--- config.mk ---
export PLATFORM = sky130hd
export DESIGN_NAME = pipeline_hazard_ctrl
export DESIGN_NICKNAME = d
export VERILOG_FILES = /design/src/rtl/pipeline_hazard_ctrl.sv
export SDC_FILE = /design/constraint.sdc
export NUM_CORES = 1
export LEC_CHECK = 0
export CORE_AREA = 2 2 45 47
export CTS_CLUSTER_DIAMETER = 150
export DETAILED_ROUTE_END_ITERATION = 10
export DIE_AREA = 0 0 47 49
export GPL_TIMING_DRIVEN = 0
export MAX_ROUTING_LAYER = met4
export PLACE_DENSITY = 0.89
export SLEW_MARGIN = 40
export SYNTH_ARGS = -nofsm -noshare
export SYNTH_HDL_FRONTEND = slang
export SYNTH_SLANG_ARGS = --single-unit
--- constraint.sdc ---
create_clock -name i_clk -period 2.7 [get_ports i_clk]
set_clock_uncertainty 0.1 [all_clocks]
set_input_delay 0.54 -clock i_clk [delete_from_list [all_inputs] [get_ports i_clk]]
set_output_delay 0.54 -clock i_clk [all_outputs]
set_load 0.005 [all_outputs]
--- src/rtl/pipeline_hazard_ctrl.sv ---
// pipeline_hazard_ctrl
// Hazard sequencer for a 5-stage MIPS pipe. It sits beside decode and drives the
// PC, IF/ID and ID/EX enables, the flushes and the ID/EX bubble.
//   - Load-use stall: one cycle, for the instruction held in IF/ID.
//   - Branch flush: FLUSH_CYC cycles after a branch taken in MEM.
//   - Memory freeze: the whole pipe holds while data memory is busy.
// Optional feature macro: PIPE_PERF_CNT_EN adds saturating stall and flush counters.
//
// Interface note: there is no valid/ready handshake. Every input is sampled on each
// rising edge. Every output is a function of the registered state and the current inputs.
//
// Flush counter meaning: flush_cnt_q holds the number of flush cycles still owed,
// including the current cycle. This holds in FLUSH and in FREEZE. A branch frozen
// in RUN therefore owes FLUSH_CYC cycles. A freeze entered from FLUSH keeps its
// remaining count. The cycle that leaves FREEZE is the first of the owed cycles.
module pipeline_hazard_ctrl #(
  parameter int FLUSH_CYC = 3,
  parameter int CNT_W     = 16
) (
  input  logic        i_clk,
  input  logic        i_rst,
  input  logic [31:0] i_data_Instr,
  input  logic        i_con_ex_memread,
  input  logic [4:0]  i_addr_ex_rt,
  input  logic        i_con_mem_branch_tk,
  input  logic        i_con_mem_busy,
  output logic        o_con_pc_we,
  output logic        o_con_ifid_we,
  output logic        o_con_ifid_flush,
  output logic        o_con_idex_bubble,
  output logic        o_con_exmem_flush,
  output logic [1:0]  o_con_state
`ifdef PIPE_PERF_CNT_EN
  ,
  output logic [CNT_W-1:0] o_data_stall_cnt,
  output logic [CNT_W-1:0] o_data_flush_cnt
`endif
);

  localparam logic [1:0] ST_RUN    = 2'd0;
  localparam logic [1:0] ST_FLUSH  = 2'd1;
  localparam logic [1:0] ST_FREEZE = 2'd2;

  localparam logic [2:0] CNT_FULL   = 3'(FLUSH_CYC);
  localparam logic [2:0] CNT_RELOAD = 3'(FLUSH_CYC - 1);

  logic [1:0] state_q, state_d;
  logic [2:0] flush_cnt_q, flush_cnt_d;
  logic       pend_br_q, pend_br_d;
  logic       lu_hit;
  logic       unused_instr_bits;

  // Only the rs and rt fields of the instruction take part in hazard detection.
  assign unused_instr_bits = ^{i_data_Instr[31:26], i_data_Instr[15:0]};

  assign lu_hit = i_con_ex_memread && (i_addr_ex_rt != 5'd0) &&
                  ((i_addr_ex_rt == i_data_Instr[25:21]) ||
                   (i_addr_ex_rt == i_data_Instr[20:16]));

  // State register: FSM state, owed flush count and pending-branch flag.
  always_ff @(posedge i_clk) begin
    if (i_rst) begin
      state_q     <= ST_RUN;
      flush_cnt_q <= 3'd0;
      pend_br_q   <= 1'b0;
    end else begin
      state_q     <= state_d;
      flush_cnt_q <= flush_cnt_d;
      pend_br_q   <= pend_br_d;
    end
  end

  // Next-state logic. Priority is busy, then branch/flush, then load-use.
  // Encoding 3 is not used and falls back to RUN.
  always_comb begin
    state_d     = state_q;
    flush_cnt_d = flush_cnt_q;
    pend_br_d   = pend_br_q;
    if (i_con_mem_busy) begin
      state_d = ST_FREEZE;
      if (i_con_mem_branch_tk) begin
        pend_br_d   = 1'b1;
        flush_cnt_d = CNT_FULL;
      end else if (state_q == ST_FLUSH) begin
        pend_br_d = 1'b1;
      end
    end else if (i_con_mem_branch_tk) begin
      // A fresh branch: this cycle flushes, and FLUSH covers the rest.
      pend_br_d   = 1'b0;
      flush_cnt_d = CNT_RELOAD;
      state_d     = (CNT_RELOAD != 3'd0) ? ST_FLUSH : ST_RUN;
    end else if (state_q == ST_FLUSH) begin
      if (flush_cnt_q <= 3'd1) begin
        flush_cnt_d = 3'd0;
        state_d     = ST_RUN;
      end else begin
        flush_cnt_d = flush_cnt_q - 3'd1;
      end
    end else if (state_q == ST_FREEZE) begin
      pend_br_d = 1'b0;
      if (pend_br_q && (flush_cnt_q > 3'd1)) begin
        flush_cnt_d = flush_cnt_q - 3'd1;
        state_d     = ST_FLUSH;
      end else begin
        flush_cnt_d = 3'd0;
        state_d     = ST_RUN;
      end
    end else begin
      state_d = ST_RUN;
    end
  end

  // Output logic: combinational from the registered state and the current inputs.
  always_comb begin
    o_con_pc_we       = 1'b1;
    o_con_ifid_we     = 1'b1;
    o_con_ifid_flush  = 1'b0;
    o_con_idex_bubble = 1'b0;
    o_con_exmem_flush = 1'b0;
    o_con_state       = state_q;
    if (i_rst) begin
      o_con_pc_we       = 1'b0;
      o_con_ifid_we     = 1'b0;
      o_con_ifid_flush  = 1'b1;
      o_con_idex_bubble = 1'b1;
      o_con_exmem_flush = 1'b1;
      o_con_state       = ST_RUN;
    end else if (i_con_mem_busy) begin
      o_con_pc_we   = 1'b0;
      o_con_ifid_we = 1'b0;
    end else if (i_con_mem_branch_tk || (state_q == ST_FLUSH) ||
                 ((state_q == ST_FREEZE) && pend_br_q)) begin
      o_con_ifid_flush  = 1'b1;
      o_con_idex_bubble = 1'b1;
      o_con_exmem_flush = 1'b1;
    end else if (lu_hit) begin
      o_con_pc_we       = 1'b0;
      o_con_ifid_we     = 1'b0;
      o_con_idex_bubble = 1'b1;
    end
  end

`ifdef PIPE_PERF_CNT_EN
  logic [CNT_W-1:0] stall_cnt_q, stall_cnt_d;
  logic [CNT_W-1:0] flush_perf_q, flush_perf_d;

  // Saturating event counters. Cycles spent in reset are not counted.
  always_comb begin
    stall_cnt_d  = stall_cnt_q;
    flush_perf_d = flush_perf_q;
    if (!i_rst && !o_con_pc_we && (stall_cnt_q != {CNT_W{1'b1}}))
      stall_cnt_d = stall_cnt_q + CNT_W'(1);
    if (!i_rst && o_con_ifid_flush && (flush_perf_q != {CNT_W{1'b1}}))
      flush_perf_d = flush_perf_q + CNT_W'(1);
  end

  // Counter registers, cleared by reset.
  always_ff @(posedge i_clk) begin
    if (i_rst) begin
      stall_cnt_q  <= '0;
      flush_perf_q <= '0;
    end else begin
      stall_cnt_q  <= stall_cnt_d;
      flush_perf_q <= flush_perf_d;
    end
  end

  assign o_data_stall_cnt = stall_cnt_q;
  assign o_data_flush_cnt = flush_perf_q;
`else
  localparam int unused_cnt_w = CNT_W;
`endif

endmodule

=== After elaboration in Yosys (flattened, before gate mapping) ===
Cells that the tools add are included.
Widths: inputs -> output; s select.

* Input port bits: 42
* Register bits: 6
* Output and inout bits: 7
* Word-level logic and storage cells: 60

* $lt $le $gt $ge: 2
* Reduce and logical (&&, ||, !) cells: 13
* Equal/unequal tests: 9
* Muxes and demuxes: 31
* $add $sub $neg: 1

{| class="wikitable"
|+ Operators with widths
! kind !! number
|-
| $mux 3 || 7
|-
| $mux 1 || 18
|-
| $mux 2 || 6
|-
| $eq 5x5->1 || 2
|-
| $ne 3x2->1 const B || 2
|-
| $reduce_bool 3->1 || 2
|-
| $reduce_bool 5->1 || 1
|-
| $logic_and 1x1->1 || 4
|-
| $ne 4x3->1 const B || 1
|-
| $gt 3x1->1 const B || 1
|-
| $le 3x1->1 const B || 1
|-
| $logic_or 1x1->1 || 3
|-
| $ne 3x3->1 const B || 1
|-
| $reduce_and 3->1 || 1
|-
| $sub 3x1->3 const B || 1
|-
| $eq 2x1->1 const B || 1
|-
| $eq 2x2->1 const B || 1
|-
| $ne 2x2->1 const B || 1
|-
| $reduce_and 2->1 || 1
|-
| $reduce_or 2->1 || 1
|}

=== Depth between registers and ports, before layout ===
* Word-level depth: 7
* Depth in mapped cells: 6
* Depth with buffers taken out: 6

=== Worst setup path before layout ===
Ideal clock, no wire load.

* Kind: input-to-output
* Start: in i_addr_ex_rt[1]
* End: out o_con_pc_we
* Buffers on the path: 1
* Cell stages on the path: 4
* Data arrival time: 1.758 ns
* Path slack: 0.302 ns
* Data required time: 2.060 ns
* Cells stage by stage: or4_1 > o21a_1 > a311oi_1 > buf_4

* Cells in the longest elaborated chain, start to end: 7
* Elaborated cells on any way between the ends: 10
* Classes of those cells: 2 x eq/ne; 4 x mux; 4 x reduce/logical

{| class="wikitable"
|+ Ends and longest elaborated chain
! element !! RTL line !! RTL
|-
| from (decl) || 24 || <nowiki>input logic [4:0] i_addr_ex_rt,</nowiki>
|-
| $eq 5x5->1 (tied with other cells) || 57 || <nowiki>((i_addr_ex_rt == i_data_Instr[25:21]) ||</nowiki>
|-
| $logic_or 1x1->1 / $logic_and 1x1->1 (equally long branches) || 57, 56 ||
|-
| $logic_and 1x1->1 * || 56 || <nowiki>assign lu_hit = i_con_ex_memread && (i_addr_ex_rt != 5'd0) &&</nowiki>
|-
| $mux 1 * (4 in series) || - ||
|-
| to (decl) || 27 || <nowiki>output logic o_con_pc_we,</nowiki>
|}

Mark *: on every way between the ends. The rest lies on a longest branch, timed or not.

=== Final worst setup path ===
* Start: in i_addr_ex_rt[3]
* End: out o_con_pc_we

* Cells in the longest elaborated chain, start to end: 7
* Elaborated cells on any way between the ends: 10
* Classes of those cells: 2 x eq/ne; 4 x mux; 4 x reduce/logical

{| class="wikitable"
|+ Ends and longest elaborated chain
! element !! RTL line !! RTL
|-
| $eq 5x5->1 (tied with other cells) || 57 ||
|-
| $logic_or 1x1->1 / $logic_and 1x1->1 (equally long branches) || 57, 56 ||
|-
| $logic_and 1x1->1 * || 56 ||
|-
| $mux 1 * || 136 || <nowiki>end else if (lu_hit) begin</nowiki>
|-
| $mux 1 * || 131 || <nowiki>end else if (i_con_mem_branch_tk || (state_q == ST_FLUSH) ||</nowiki>
|-
| $mux 1 * || 128 || <nowiki>end else if (i_con_mem_busy) begin</nowiki>
|-
| $mux 1 * || 121 || <nowiki>if (i_rst) begin</nowiki>
|}

Marked as above.

==> flow_metrics.py <==
metrics = {
    "run_status": {
        "status": "completed",
    },
    "worst_setup_path": {
        "end_kind": "output port",
        "crit_path_max_fanout": 3,
        "worstPathCellList": "clkdlybuf4s15_2, or4_4, o21a_1, a311oi_2, buf_4, buf_2",
        "start_kind": "input pin",
        "rrSetupSlack_ns": 0.89,
        "r2r-start": "flush_cnt_q[1]",
        "reg2reg_to": "flush_cnt_q[2]",
        "critical_path_arrival_ns": 1.99,
        "cp_data_required_time_ns": 2.06,
        "path_buf_inv": 3,
        "r2r.worst_path.cells": 6,
        "path_depth": 6,
        "cp_slowest_cell": "or4_4",
        "cpPeakStageDelay_ns": 0.52,
        "crit_family": "simple AND/OR/NAND/NOR gates",
        "crit_type": "in2out",
    },
    "logic_synthesis": {
        "synth_seq_cells": 6,
        "synth_compound_area_frac": 0.202,
        "synthSimpleGateAreaFrac": 0.284,
        "syn_inst": 69,
        "synth_top_family_by_area": "simple AND/OR/NAND/NOR gates",
        "netlist_area_um2": 538,
        "yosys_warnings": 0,
        "syn_nets": 113,
        "ys_seq_area_frac": 0.223,
        "synth-xor-area-share": 0.179,
        "synth_cell_types": 33,
        "synthMuxAreaShare": 0,
        "synthAdderAreaFrac": 0.0465,
        "synth.avg_cell_area_um2": 7.80,
    },
    "die": {
        "die_width_um": 47,
        "core_um2": 1840,
        "rows": 16,
        "die_area_um2": 2300,
        "ioPinCount": 49,
        "start_util": 0.292,
        "die_h_um": 49,
    },
    "drt": {
        "finalWirelength_mm": 1.44,
        "remaining_drc_errors": 0,
        "drt_iter0_markers": 13,
        "post_drt_wl_per_cell_um": 11.5,
        "vias_per_cell": 4.82,
        "vias": 603,
        "drtAntennaViolNets": 0,
        "drtPass1Iterations": 2,
    },
    "place": {
        "gp_congestion": 0.775,
        "numPortBuffers": 25,
        "placed_area_um2": 822,
        "post-dp-hpwl_mm": 1.10,
        "place_ws_ns": -0.713,
    },
    "clocking": {
        "insertion_delay_ns": 0.25,
        "clock_sinks": 6,
        "h-tree-depth": 1,
        "postCtsHoldBufs": 0,
        "cts_tree": "yes",
        "clockBufferDepth": 2,
        "cts_made_buffers": 3,
        "ctsRootBufferMaster": "clkbuf_4",
        "path_clk_slew_ns": 0.05,
    },
    "grt": {
        "grt_max_degree": 11,
        "grt_pass1_wl_mm": 2.42,
        "grt_util_all_layers": 0.150,
        "gr-usage-met1": 0.150,
        "antenna_found_initial": 0,
        "grt_util_met3": 0.0556,
        "grt_pass1_vias": 616,
        "busiest_layer": "met2",
        "use_met2": 0.249,
        "grt-ovfl-total": 0,
    },
    "power": {
        "peakVddDrop_uv": 145,
        "p_per_area_nw_per_um2": 329,
        "p_leak_uw": 0.000329,
    },
    "sta": {
        "fin_crit_sh": 0.973,
        "period_needed_ns": 2.63,
        "setup-violations-final": 0,
        "setup_tns_ns": 0,
        "finalMaxSlewViolations": 0,
        "rsz0062_at_grt": "no",
        "fmax_ghz": 0.381,
        "setup_ws_ns": 0.0721,
        "relSlewSlack": 0.827,
        "hold_viol_final": 0,
        "tightest_slew_ns": 0.259,
    },
    "min_path": {
        "min_to": "flush_cnt_q[2]",
        "min_from": "flush_cnt_q[2]",
        "min_path_cells": 2,
        "holdCritPathClass": "reg2reg",
    },
    "final_layout": {
        "fin_area_um2": 882,
        "areaGrowthSynthToFinish_pct": 64.0,
        "nets": 144,
        "drive_gt1_frac": 0.224,
        "antennaDiodeCount": 0,
    },
    "flow_run": {
        "cap_violations": 0,
    },
}
## how the worst max path moves through the flow
| stage | end | start | slack (ns) |
|---|---|---|---|
| floorplan | o_con_pc_we | i_addr_ex_rt[1] | 0.30 |
| global route | o_con_idex_bubble | i_addr_ex_rt[0] | 0.002 |
| global placement | o_con_pc_we | i_addr_ex_rt[1] | -0.66 |
| detailed placement | o_con_pc_we | i_addr_ex_rt[1] | -0.71 |
| finish | o_con_pc_we | i_addr_ex_rt[3] | 0.07 |
| CTS | o_con_pc_we | i_addr_ex_rt[3] | 0.004 |
## logic make-up (layout without fill, tap and decap cells)
| kind of cell | count (synthesis) | in the layout |
|---|---|---|
| AOI/OAI and AO/OA | 16 | 16 |
| xor gates and xnor gates | 11 | 11 |
| adders and majority gates | 2 | 2 |
| buffers and inverters | 7 | 36 |
| DFF | 6 | 6 |
| and+or+nand+nor | 27 | 27 |
## area by class of cell
class	count	area, um^2
fillers	191	960
multi-input cells	56	405
repair buffers	26	256
flip-flops and latches	6	125
well taps	27	33.8
plain buffers	4	27.5
clock buffers	3	22.5
inverters	3	11.3
## Yosys cell counts
cell      count  area (um^2)
a311o_1       1         10.0
nor2b_1       2         12.5
buf_4         2         15.0
nor3_1        2         10.0
a21oi_1       3         15.0
o21ai_0       2         10.0
o21a_1        1         7.51
or3_1         2         12.5
a31oi_1       3         18.8
nand3_1       2         10.0
ha_1          2         25.0
or4b_1        1         10.0
a21o_1        1         7.51
clkbuf_1      1         3.75
nand3b_1      1         7.51
o21ba_2       1         10.0
nand2b_1      1         6.26
nor4_1        1         6.26
inv_1         3         11.3
buf_2         1         5.00
nand2_1       6         22.5
nor2_1        4         15.0
a311oi_1      1         8.76
or3b_2        1         8.76
o22ai_1       2         12.5
xor2_1        1         8.76
dfxtp_1       6          120
and2b_1       1         7.51
o221ai_1      1         8.76
or2_2         1         6.26
or4_1         1         7.51
and3b_2       1         10.0
xnor2_1      10         87.6
## layer usage
metal	vias up	wire length, um
li1	302	-
met1	272	546
met2	27	785
met3	2	96
met4	0	8
met5	-	0
## worst reg2reg max path, cell delays in order (launching register included)
cell and delay (ns):
dfxtp_1 0.35, inv_1 0.07, ha_1 0.17, o21ba_2 0.25
o221ai_1 0.15, or4b_1 0.48, a31oi_1 0.17
## state kept, by name, indices dropped and copies added (netlist names)
signal / cells
pend_br_q: 1
state_q: 2
flush_cnt_q: 3
## report_power, final
group | total (uW) | switching [uW] | internal [uW]
combinational | 102 | 40.3 | 61.2
sequential | 100 | 6.51 | 93.5
clock | 89.0 | 38.3 | 50.7
## metrics by stage
| stage | hold WS [ns] | util | cells | total power [uW] |
|---|---|---|---|---|
| 2_1_floorplan | 0.388 | - | 69 | 149 |
| 3_3_place_gp | 0.411 | 0.446 | 121 | 198 |
| 3_5_place_dp | 0.436 | 0.446 | 121 | 201 |
| 4_1_cts | 0.440 | 0.468 | 124 | 293 |
| 5_1_grt | 0.474 | 0.479 | 125 | 308 |
| 6_report | 0.436 | 0.479 | 125 | 291 |
## timing repair
action | in CTS | in global routing
pin swaps | 4 | 3
buffers inserted | 0 | 1
endpoints found under the setup margin | 5 | 4
gates resized for setup | 24 | 7
gates cloned | 0 | 0
## placed cells by master, fill, tap and decap left out, types with 2 or more instances in the layout
cell and count:
a21oi_1 3, buf_4 4, clkdlybuf4s15_1 2, a31oi_1 3, nor2b_1 2, dlygate4sd2_1 2
o21ai_0 2, ha_1 2, or3_1 2, clkdlybuf4s50_1 16, xnor2_1 10, clkbuf_4 3
inv_1 3, o22ai_1 2, nor2_1 4, clkdlybuf4s15_2 3, nand2_1 6, nand3_1 2
buf_2 2, dfxtp_1 4
Note: power is estimated with default switching activity, not from simulation.
